==> src/rtl/aes_ctr_sequencer.sv <==
// CTR-mode sequencer around a shared AES-256 block core: counter issue, XOR, stream out.
// Optional macro AES_CTR_WRAP_ERR_EN: abort job with sticky err on counter wrap.
module aes_ctr_sequencer #(
    parameter int KEY_W = 256,
    parameter int BLK_W = 128,
    parameter int CTR_W = 32,
    parameter int CNT_W = 16
) (
    input  logic             clk,
    input  logic             rst,
    input  logic             cfg_valid,
    output logic             cfg_ready,
    input  logic [KEY_W-1:0] cfg_key,
    input  logic [BLK_W-1:0] cfg_iv,
    input  logic [CNT_W-1:0] cfg_nblocks,
    input  logic             in_valid,
    output logic             in_ready,
    input  logic [BLK_W-1:0] in_data,
    output logic             out_valid,
    input  logic             out_ready,
    output logic [BLK_W-1:0] out_data,
    output logic             out_last,
    output logic             core_start,
    output logic [KEY_W-1:0] core_key,
    output logic [BLK_W-1:0] core_block,
    input  logic             core_done,
    input  logic [BLK_W-1:0] core_result,
    output logic             busy,
    output logic             err
);

    typedef enum logic [2:0] {
        IDLE, REQ, WAIT, XOR, OUT
    } state_t;

    state_t           state_q, state_d;
    logic [KEY_W-1:0] key_q, key_d;
    logic [BLK_W-1:0] ctr_q, ctr_d;
    logic [BLK_W-1:0] ks_q, ks_d;
    logic [CNT_W-1:0] rem_q, rem_d;
    logic [BLK_W-1:0] odata_q, odata_d;
    logic             ovalid_q, ovalid_d;
    logic             olast_q, olast_d;
    logic             last_blk;

    assign last_blk = (rem_q == CNT_W'(1));

`ifdef AES_CTR_WRAP_ERR_EN
    logic err_q, err_d;
    assign err = err_q;
`else
    assign err = 1'b0;
`endif

    always_ff @(posedge clk or negedge rst) begin
        if (!rst) begin
            state_q  <= IDLE;
            key_q    <= '0;
            ctr_q    <= '0;
            ks_q     <= '0;
            rem_q    <= '0;
            odata_q  <= '0;
            ovalid_q <= 1'b0;
            olast_q  <= 1'b0;
        end else begin
            state_q  <= state_d;
            key_q    <= key_d;
            ctr_q    <= ctr_d;
            ks_q     <= ks_d;
            rem_q    <= rem_d;
            odata_q  <= odata_d;
            ovalid_q <= ovalid_d;
            olast_q  <= olast_d;
        end
    end

`ifdef AES_CTR_WRAP_ERR_EN
    always_ff @(posedge clk or negedge rst) begin
        if (!rst) err_q <= 1'b0;
        else      err_q <= err_d;
    end
`endif

    always_comb begin
        state_d    = state_q;
        key_d      = key_q;
        ctr_d      = ctr_q;
        ks_d       = ks_q;
        rem_d      = rem_q;
        odata_d    = odata_q;
        ovalid_d   = ovalid_q;
        olast_d    = olast_q;
        cfg_ready  = 1'b0;
        in_ready   = 1'b0;
        core_start = 1'b0;
`ifdef AES_CTR_WRAP_ERR_EN
        err_d      = err_q;
`endif
        unique case (state_q)
            IDLE: begin
                cfg_ready = 1'b1;
                // zero-length jobs complete the handshake but latch nothing
                if (cfg_valid && cfg_nblocks != '0) begin
                    key_d   = cfg_key;
                    ctr_d   = cfg_iv;
                    rem_d   = cfg_nblocks;
                    state_d = REQ;
`ifdef AES_CTR_WRAP_ERR_EN
                    err_d   = 1'b0;
`endif
                end
            end
            REQ: begin
                core_start = 1'b1;
                state_d    = WAIT;
            end
            WAIT: begin
                if (core_done) begin
                    ks_d    = core_result;
                    state_d = XOR;
                end
            end
            XOR: begin
                in_ready = 1'b1;
                if (in_valid) begin
                    odata_d  = in_data ^ ks_q;
                    ovalid_d = 1'b1;
                    olast_d  = last_blk;
                    state_d  = OUT;
                end
            end
            OUT: begin
                if (out_ready) begin
                    ovalid_d = 1'b0;
                    olast_d  = 1'b0;
                    rem_d    = rem_q - CNT_W'(1);
                    ctr_d    = {ctr_q[BLK_W-1:CTR_W],
                                ctr_q[CTR_W-1:0] + CTR_W'(1)};
                    state_d  = last_blk ? IDLE : REQ;
`ifdef AES_CTR_WRAP_ERR_EN
                    // refuse to reuse a counter value within one job
                    if (&ctr_q[CTR_W-1:0] && !last_blk) begin
                        err_d   = 1'b1;
                        rem_d   = '0;
                        state_d = IDLE;
                    end
`endif
                end
            end
            default: state_d = IDLE;
        endcase
    end

    assign out_valid  = ovalid_q;
    assign out_data   = odata_q;
    assign out_last   = olast_q;
    assign core_key   = key_q;
    assign core_block = ctr_q;
    assign busy       = (state_q != IDLE);

endmodule
==> config.mk <==
export PLATFORM = sky130hd
export DESIGN_NAME = aes_ctr_sequencer
export DESIGN_NICKNAME = d
export VERILOG_FILES = /design/src/rtl/aes_ctr_sequencer.sv
export SDC_FILE = /design/constraint.sdc
export NUM_CORES = 1
export LEC_CHECK = 0
export CAP_MARGIN = 10
export CORE_AREA = 2 2 465 467
export DETAILED_ROUTE_END_ITERATION = 8
export DIE_AREA = 0 0 467 469
export PLACE_DENSITY_LB_ADDON = 0.05
export SLEW_MARGIN = 30
export SYNTH_ARGS = -nofsm -noshare
export SYNTH_HDL_FRONTEND = slang
export SYNTH_SLANG_ARGS = --single-unit
==> constraint.sdc <==
create_clock -name clk -period 3.8 [get_ports clk]
set_input_delay 0.76 -clock clk [delete_from_list [all_inputs] [get_ports clk]]
set_output_delay 0.76 -clock clk [all_outputs]
set_load 0.01 [all_outputs]
==> flow_metrics.env <==
export IMPL_clock_skew_ns=0.02432
export IMPL_cts_setup_buffers=0
export IMPL_setup_violations=0
export IMPL_ctsHoldBuffers=0
export IMPL_vias=21010
export IMPL_netlist_instances=1969
export IMPL_layout_common_cells="clkdlybuf4s50_1, dfrtp_1, mux2_2"
export IMPL_gr_total_overflow=0
export IMPL_fin_crit_sh_pct=84.34
export IMPL_ys_ff_latch=661
export IMPL_p_leak_uw=0.01772
export IMPL_hold_violations=0
export IMPL_yosysWarnings=0
export IMPL_power_uw=37710
export IMPL_fin_ws_ns=0.5950
export IMPL_synth_edff_count=0
export IMPL_drv_cap=0
export IMPL_fin_setup_tns_ns=0
export IMPL_num_rows=170
export IMPL_drt_pre_antenna_iters=5
export IMPL_grt_pass1_wl_um=192900
export IMPL_antenna_found_initial=117
export IMPL_cts_inserted_buffers=94
export IMPL_status="complete, no violations"
export IMPL_wl_per_cell_um=23.23
export IMPL_ys_types=60
export IMPL_slew_headroom_pct=39.75
export IMPL_drc=0
export IMPL_die_area_um2=219000
export IMPL_cp_required_ns=3.04
export IMPL_grt_setup_unrepaired="no"
export IMPL_antenna_left=0
export IMPL_p_per_area_nw_per_um2=827.0
export IMPL_end_kind="output port"
export IMPL_place_hpwl_um=113100
export IMPL_r2r_start="state_q[0]"
export IMPL_start_util_pct=12.49
export IMPL_crit_fanout=11
export IMPL_hp_class="input port to asynchronous set/reset pin"
export IMPL_crit_type="flop to output port"
export IMPL_clockBufferDepth=3
export IMPL_postCtsResizedCells=0
export IMPL_clock_sinks=661
export IMPL_first_global_vias=22830
export IMPL_async_flop_share_pct=100.0
export IMPL_grt_max_degree=101
export IMPL_cts_tree="yes"
export IMPL_syn_area_um2=26700
export IMPL_postSynthAreaPerCell_um2=13.56
export IMPL_irDropWorstVdd_mv=0.3555
export IMPL_drt_total_wl_um=142700
export IMPL_drt_iter0_drc=677
export IMPL_synth_nets=2634
export IMPL_port_buffers=1179
export IMPL_viasPerCell=3.421
export IMPL_ctsRootBufferMaster="clkbuf_16"
export IMPL_core_um2=213800
export IMPL_die_y_um=469
export IMPL_ys_seq_area_share_pct=61.95
export IMPL_io_pins=1181
export IMPL_die_w_um=467
export IMPL_htreeDepth=3
export IMPL_timing_fmax_mhz=312.0
export IMPL_period_needed_ns=3.205
export IMPL_tightest_slew_ns=0.9038
export IMPL_layout_commonest_cell="clkdlybuf4s50_1"
export IMPL_ys_flop_type="dfrtp_1"
export IMPL_final_layout_size_suffix_gt1_share_pct=19.38
export IMPL_cp_arrival_ns=2.45
export IMPL_area_growth_pct=70.76
export IMPL_critPathLaunchType="flop"
export IMPL_finalNetCount=3866
export IMPL_place_gp_congestion=0.7960
export IMPL_clk_latency_ns=0.72
export IMPL_fin_hold_ws_ns=0.07614
export IMPL_finalCoreUtilization_pct=21.33
export IMPL_post_place_ws_ns=0.3734
export IMPL_grt_usage_pct=12.64
export IMPL_cp_startpoint="state_q[0]"
export IMPL_clk_pin_slew_ns=0.05
export IMPL_finalMaxSlewViolations=0
power by group:
part / internal [uW] / switching, uW / total [uW]
combinational: 8870 / 6820 / 15700
sequential: 10600 / 2280 / 12900
clock: 5490 / 3650 / 9130
total: 25000 / 12700 / 37700
per-layer routing:
| metal | global-route usage [%] | share of wire [%] | wire length, um |
|---|---|---|---|
| met5 | 0 | 0.54 | 767 |
| met4 | 3.633 | 2.4 | 3368 |
| met3 | 7.474 | 12 | 17820 |
| met2 | 21.90 | 49 | 70480 |
| met1 | 12.71 | 35 | 50250 |
logic make-up (layout without fill, tap and decap cells):
logic type / count (synthesis) / count (layout) / synth area share (%)
flip-flops: 661 / 661 / 61.95
buffers and inverters: 120 / 1423 / 2.249
XOR/XNOR: 129 / 129 / 4.231
other: 1 / 32 / 0.01404
AND/OR/NAND/NOR: 292 / 292 / 4.897
AO/OA/AOI/OAI: 280 / 280 / 6.162
multiplexers: 483 / 483 / 20.36
adder cells (fa/ha/maj): 3 / 3 / 0.1406
final timing paths:
kind / endpoint / slack [ns] / cells past startpoint
min reg2reg: out_data[45] / 0.48 / 2
min in group clk: out_data[45] / 0.48 / 2
max: cfg_ready / 0.59 / 3
max reg2reg: core_key[240] / 0.97 / 5
max in group asynchronous: core_block[61] / 2.69 / 2
min: ks_q[39] / 0.08 / 1
cell type report:
type / count / area, um^2
fill: 22970 / 168200
sequential: 661 / 16540
timing repair buffer: 1248 / 12610
multi-input combinational: 1188 / 9628
tap: 2838 / 3551
clock buffer: 145 / 2856
clock inverter: 22 / 300.3
antenna: 31 / 77.57
inverter: 8 / 30.03
synth_stat cells, types with 8 or more instances:
cell type  number  area, um^2
dfrtp_1       661       16540
mux2_2        408        4594
nand2_1       162       608.1
o21ai_0       161       805.8
xnor2_1       129        1130
mux2_1         73       822.0
buf_2          65       325.3
nor2_1         46       172.7
a21oi_1        42       210.2
clkbuf_1       31       116.4
nand3_1        22       110.1
nor3_1         12       60.06
o22a_1          9       78.83
o2bb2ai_1       9       78.83
inv_1           8       30.03
nand4_1         8       50.05
nor4_1          8       50.05
registers in the layout (all words and copies together), names as in the netlist:
name,flops
core_block,128
core_key,256
ks_q,128
out_data,128
out_last,1
out_valid,1
rem_q,16
state_q,3
metrics by stage:
step,area [um^2],instances
floorplan,26700,1969
global placement,42360,5943
detailed placement,42360,5943
CTS,45520,6110
global route,45540,6117
finish,45600,6141
critical path: stages, from the launching register on:
cell and delay (ns):
dfrtp_1 0.56, or3_1 0.54, inv_1 0.09, clkdlybuf4s50_1 0.54
Power figures use the tool's default switching activity.
==> variant 1: new RTL, config.mk and constraints unchanged <==
Encoding of `state_t`: now one-hot (5 bits for 5 states).
--- a/src/rtl/aes_ctr_sequencer.sv
+++ b/src/rtl/aes_ctr_sequencer.sv
@@ -29,8 +29,8 @@
     output logic             err
 );
 
-    typedef enum logic [2:0] {
-        IDLE, REQ, WAIT, XOR, OUT
+    typedef enum logic [4:0] {
+        IDLE = 5'b00001, REQ = 5'b00010, WAIT = 5'b00100, XOR = 5'b01000, OUT = 5'b10000
     } state_t;
 
     state_t           state_q, state_d;
Check against the original RTL: no difference found for any inputs over 4 cycles, from zero or initial values and one cycle with rst low; so few cycles prove little.
==> variant 1 against the original RTL <==
  * Via count is 14% higher
  * Sequential cell count is 2 higher
  * Synthesized area rose by 1.1%
  * Final area is 0.45% higher
  * Wire length increased by 6.5%
  * Synthesized cell count rose by 39%
  * Total power fell by 3.0%
  * Setup slack got worse by 4.0 ps
  * Sequential power decreased by 3%
  * Clock skew is essentially flat
==> variant 1: results (changes against the original RTL) <==
{| class="wikitable"
! Metric !! Value
|-
| Internal power consumption || 0.0232 W (-7.2%)
|-
| Synth top area cells || sky130_fd_sc_hd__dfrtp_1 61%, sky130_fd_sc_hd__nand2_1 16%, sky130_fd_sc_hd__mux2_2 5.3%, sky130_fd_sc_hd__o21ai_0 4.9%, sky130_fd_sc_hd__xnor2_1 4.2%
|-
| Placed cell count || 6662 (+12%)
|-
| Avg WL per Cell || 22.2 um (-4.6%)
|-
| Metal3 WL || 17700 um (-0.65%)
|-
| Final nets || 4586 (+19%)
|-
| Global routing usage on met2 || 22.4% (+0.54 points)
|-
| Kind of cell adding the most delay to the critical path || simple AND/OR/NAND/NOR gates
|-
| Share of final-layout standard cells stronger than drive strength 1 || 9.14% (-10 points)
|-
| Worst IR Drop VDD || 0.300 mV (-16%)
|-
| Number of buffers inserted for hold repair after clock tree synthesis || 1 (+1)
|-
| Placed inst area || 0.0426 mm^2 (+0.61%)
|-
| DRT Wirelength || 152000 um (+6.5%)
|-
| Routed length on met1 || 57000 um (+13%)
|-
| Number of cells traversed by the worst register-to-register path || 7 (+2)
|-
| Most used standard cells in the synthesized netlist || 1128 x sky130_fd_sc_hd__nand2_1, 662 x sky130_fd_sc_hd__dfrtp_1, 263 x sky130_fd_sc_hd__o21ai_0
|-
| DP Worst Slack || 377 ps (+4.08 ps)
|-
| Violation count after the first detailed-route iteration || 903 (+33%)
|-
| Grt met3 use || 7.22% (-0.26 points)
|-
| Post-route total power || 0.0366 W (-3.0%)
|-
| Synth Net Count || 3403 (+29%)
|-
| Avg Inst Size Synth || 9.86 um^2 (-27%)
|-
| Worst clock skew || 24.0 ps (-0.287 ps)
|-
| Startpoint of the most critical register-to-register path || state_q[2]$_DFFE_PN0P_
|-
| Reg-to-reg critical path endpoint || core_key[10]$_DFFE_PN0P_
|-
| Comb power || 0.0149 W (-5%)
|-
| Status || finished clean
|-
| Flop2flop setup slack || 1240 ps (+270 ps)
|-
| Sequential element share of the synthesized area || 61.4% (-0.51 points)
|-
| Clock share of power || 24.8% (+0.6 points)
|-
| Worst hold-check slack || 470 ps (+394 ps)
|-
| Cell with the largest stage delay on the worst path || sky130_fd_sc_hd__clkdlybuf4s50_1
|-
| Leakage power figure || 19.8 nW (+12%)
|}
-- variant 1: layout make-up --
class                      instances  area, um^2
sequential                       663       16600
antenna                           17        42.5
clock inverter                    21         303
fill                           23500      168000
multi-input combinational       1900        9810
tap                             2838        3550
clock buffer                     148        2830
timing repair buffer            1247       12600
inverter                          15        56.3
-- variant 1: cells by family after synthesis --
kind of cell	count (synthesis)	synth area share, %
multiplexers	131	5.45
flip-flops	663	61.4
other	1	0.0139
AND/OR/NAND/NOR	1250	18.3
buffers and inverters	175	2.49
XOR/XNOR	130	4.22
AO/OA/AOI/OAI	385	7.97
adder cells (fa/ha/maj)	3	0.139
-- variant 1: tightest hold or removal path, stage by stage (launching register included) --
cell	delay (ps)
sky130_fd_sc_hd__dfrtp_1	340
sky130_fd_sc_hd__nand2_1	50
sky130_fd_sc_hd__nand2_1	60
==> variant 2: new RTL, same settings <==
Without the edit above. The parameter `CNT_W` goes from 16 to 14.
--- a/src/rtl/aes_ctr_sequencer.sv
+++ b/src/rtl/aes_ctr_sequencer.sv
@@ -4,7 +4,7 @@
     parameter int KEY_W = 256,
     parameter int BLK_W = 128,
     parameter int CTR_W = 32,
-    parameter int CNT_W = 16
+    parameter int CNT_W = 14
 ) (
     input  logic             clk,
     input  logic             rst,
Ports: changed (resized cfg_nblocks); port bits go from 1181 to 1179. No check against the original RTL was run, so the function may have changed too.
==> variant 2 against the original RTL <==
  * Total power up 4.0%
  * Setup slack improved by 78 ps
  * Wire length is 2.9% lower
  * Final area rose by 2.2%
  * First-iteration DRC count down 3.1%
  * Synthesized area increased by 5.2%
  * Sequential cell count decreased by 2
==> variant 2: results (changes against the original RTL) <==
{| class="wikitable"
! Metric !! Value
|-
| Status || finished clean
|-
| Placed inst area || 0.0434 mm^2 (+2.4%)
|-
| Synth Net Count || 2616 (-0.68%)
|-
| Worst IR Drop VDD || 0.339 mV (-4.6%)
|-
| Initial antenna violation count || 100 (-15%)
|-
| CTS resizes || 0 (unchanged)
|-
| Met1 Usage GRT || 12.3% (-0.36 points)
|-
| Post-synthesis cell type count || 56 (-6.7%)
|-
| XOR/XNOR Fraction of Synth Area || 3.99% (-0.24 points)
|-
| Global routing usage on met2 || 21.7% (-0.24 points)
|-
| Largest fanout on the critical path || 9 (-2)
|-
| Vias after detailed routing || 21000 (-0.25%)
|-
| Post-Synth Adder-Cell Area || 0.134% (-0.0069 points)
|-
| Synth top area cells || sky130_fd_sc_hd__dfrtp_1 59%, sky130_fd_sc_hd__mux2_4 15%, sky130_fd_sc_hd__mux2_2 8.0%, sky130_fd_sc_hd__xnor2_1 4.0%, sky130_fd_sc_hd__o21ai_0 2.9%
|-
| Sequential element share of the synthesized area || 58.7% (-3.2 points)
|-
| Number of filler instances in the final layout || 22800 (-0.64%)
|-
| Pin count of the biggest net entering global routing || 79 (-22%)
|-
| Critical path data arrival time || 2370 ps (-80 ps)
|-
| Final nets || 3849 (-0.44%)
|-
| Share of final-layout standard cells stronger than drive strength 1 || 21.8% (+2.5 points)
|-
| Worst slew margin relative to its limit || 39.9% (+0.16 points)
|-
| Grt met3 use || 6.59% (-0.88 points)
|-
| Final Wtd Congestion || 0.778 (-2.3%)
|-
| Number of global-route vias before repair || 22800 (-0.14%)
|-
| Worst clock skew || 41.8 ps (+17.5 ps)
|-
| Mux share of post-synthesis cell area || 23.0% (+2.7 points)
|-
| Worst hold-check path type || primary input to async pin
|-
| Violation count after the first detailed-route iteration || 656 (-3.1%)
|-
| Total routing usage reported by global routing || 12.2% (-0.42 points)
|-
| Slowest cell delay on critical path || 630 ps (+70 ps)
|-
| Avg WL per Cell || 22.7 um (-2.5%)
|-
| Post-synthesis compound-gate area fraction || 5.81% (-0.36 points)
|-
| Half-perimeter wire length of the detailed placement result || 110000 um (-3.2%)
|-
| Cell with the largest stage delay on the worst path || sky130_fd_sc_hd__clkdlybuf4s50_1
|-
| GRT overflow || 0 (unchanged)
|-
| Leakage power figure || 19.3 nW (+9.1%)
|-
| TritonCTS buffer count || 96 (+2.1%)
|-
| Most used standard cells in the synthesized netlist || 659 x sky130_fd_sc_hd__dfrtp_1, 280 x sky130_fd_sc_hd__mux2_4, 200 x sky130_fd_sc_hd__mux2_2
|-
| CTS H-Tree Depth || 3 (unchanged)
|-
| Wire length of the first global-routing pass || 190000 um (-1.5%)
|-
| Async set or reset register ratio after synthesis || 100% (unchanged)
|-
| I/O Buffers || 1177 (-0.17%)
|}
## variant 2: cell type report
cell class              count  share of cell area [%]
clock inverters            15                   0.507
repair buffers           1248                    27.3
inverters                  13                   0.115
flip-flops and latches    659                    35.4
multi-input cells        1168                    22.7
well taps                2838                    7.62
diodes                     16                  0.0859
clock buffers             158                    6.34
## variant 2: power by group
part | total, W | internal (W) | switching, W
sequential | 0.0130 | 0.0106 | 0.00240
combinational | 0.0171 | 0.0101 | 0.00698
clock | 0.00914 | 0.00555 | 0.00360
total | 0.0392 | 0.0262 | 0.0130
## variant 2: metrics by stage
step           std cells  utilization (%)  setup slack [ps]  total power (W)  hold WS [ps]
6_report            6115             21.8               673           0.0392          62.1
5_1_grt             6107             21.8               537           0.0417          54.6
4_1_cts             6099             21.8               559           0.0403          41.5
3_5_place_dp        5926             20.3               533           0.0306           472
3_3_place_gp        5926             20.3               533           0.0305           464
2_1_floorplan       1953                -              1550           0.0209           461
## variant 2: worst paths after layout
path / from / endpoint / slack [ps] / cells past startpoint
worst min register to register: out_data[52]$_DFFE_PN0P_ / out_data[52]$_DFFE_PN0P_ / 480 / 2
max in group asynchronous: rst / ks_q[48]$_DFFE_PN0P_ / 2670 / 2
worst max register to register: core_block[3]$_DFFE_PN0P_ / core_block[19]$_DFFE_PN0P_ / 1420 / 5
worst min-delay path: rst / core_key[171]$_DFFE_PN0P_ / 60 / 1
worst max-delay path: state_q[0]$_DFFE_PN0P_ / cfg_ready / 670 / 3
min in group clk: out_data[52]$_DFFE_PN0P_ / out_data[52]$_DFFE_PN0P_ / 480 / 2
## variant 2: layer usage
| layer | vias to the layer above | part of all wire [%] |
|---|---|---|
| met5 | - | 0.46 |
| met4 | 106 | 2.7 |
| met3 | 314 | 11 |
| met2 | 885 | 51 |
| met1 | 10300 | 35 |
| li1 | 9353 | - |
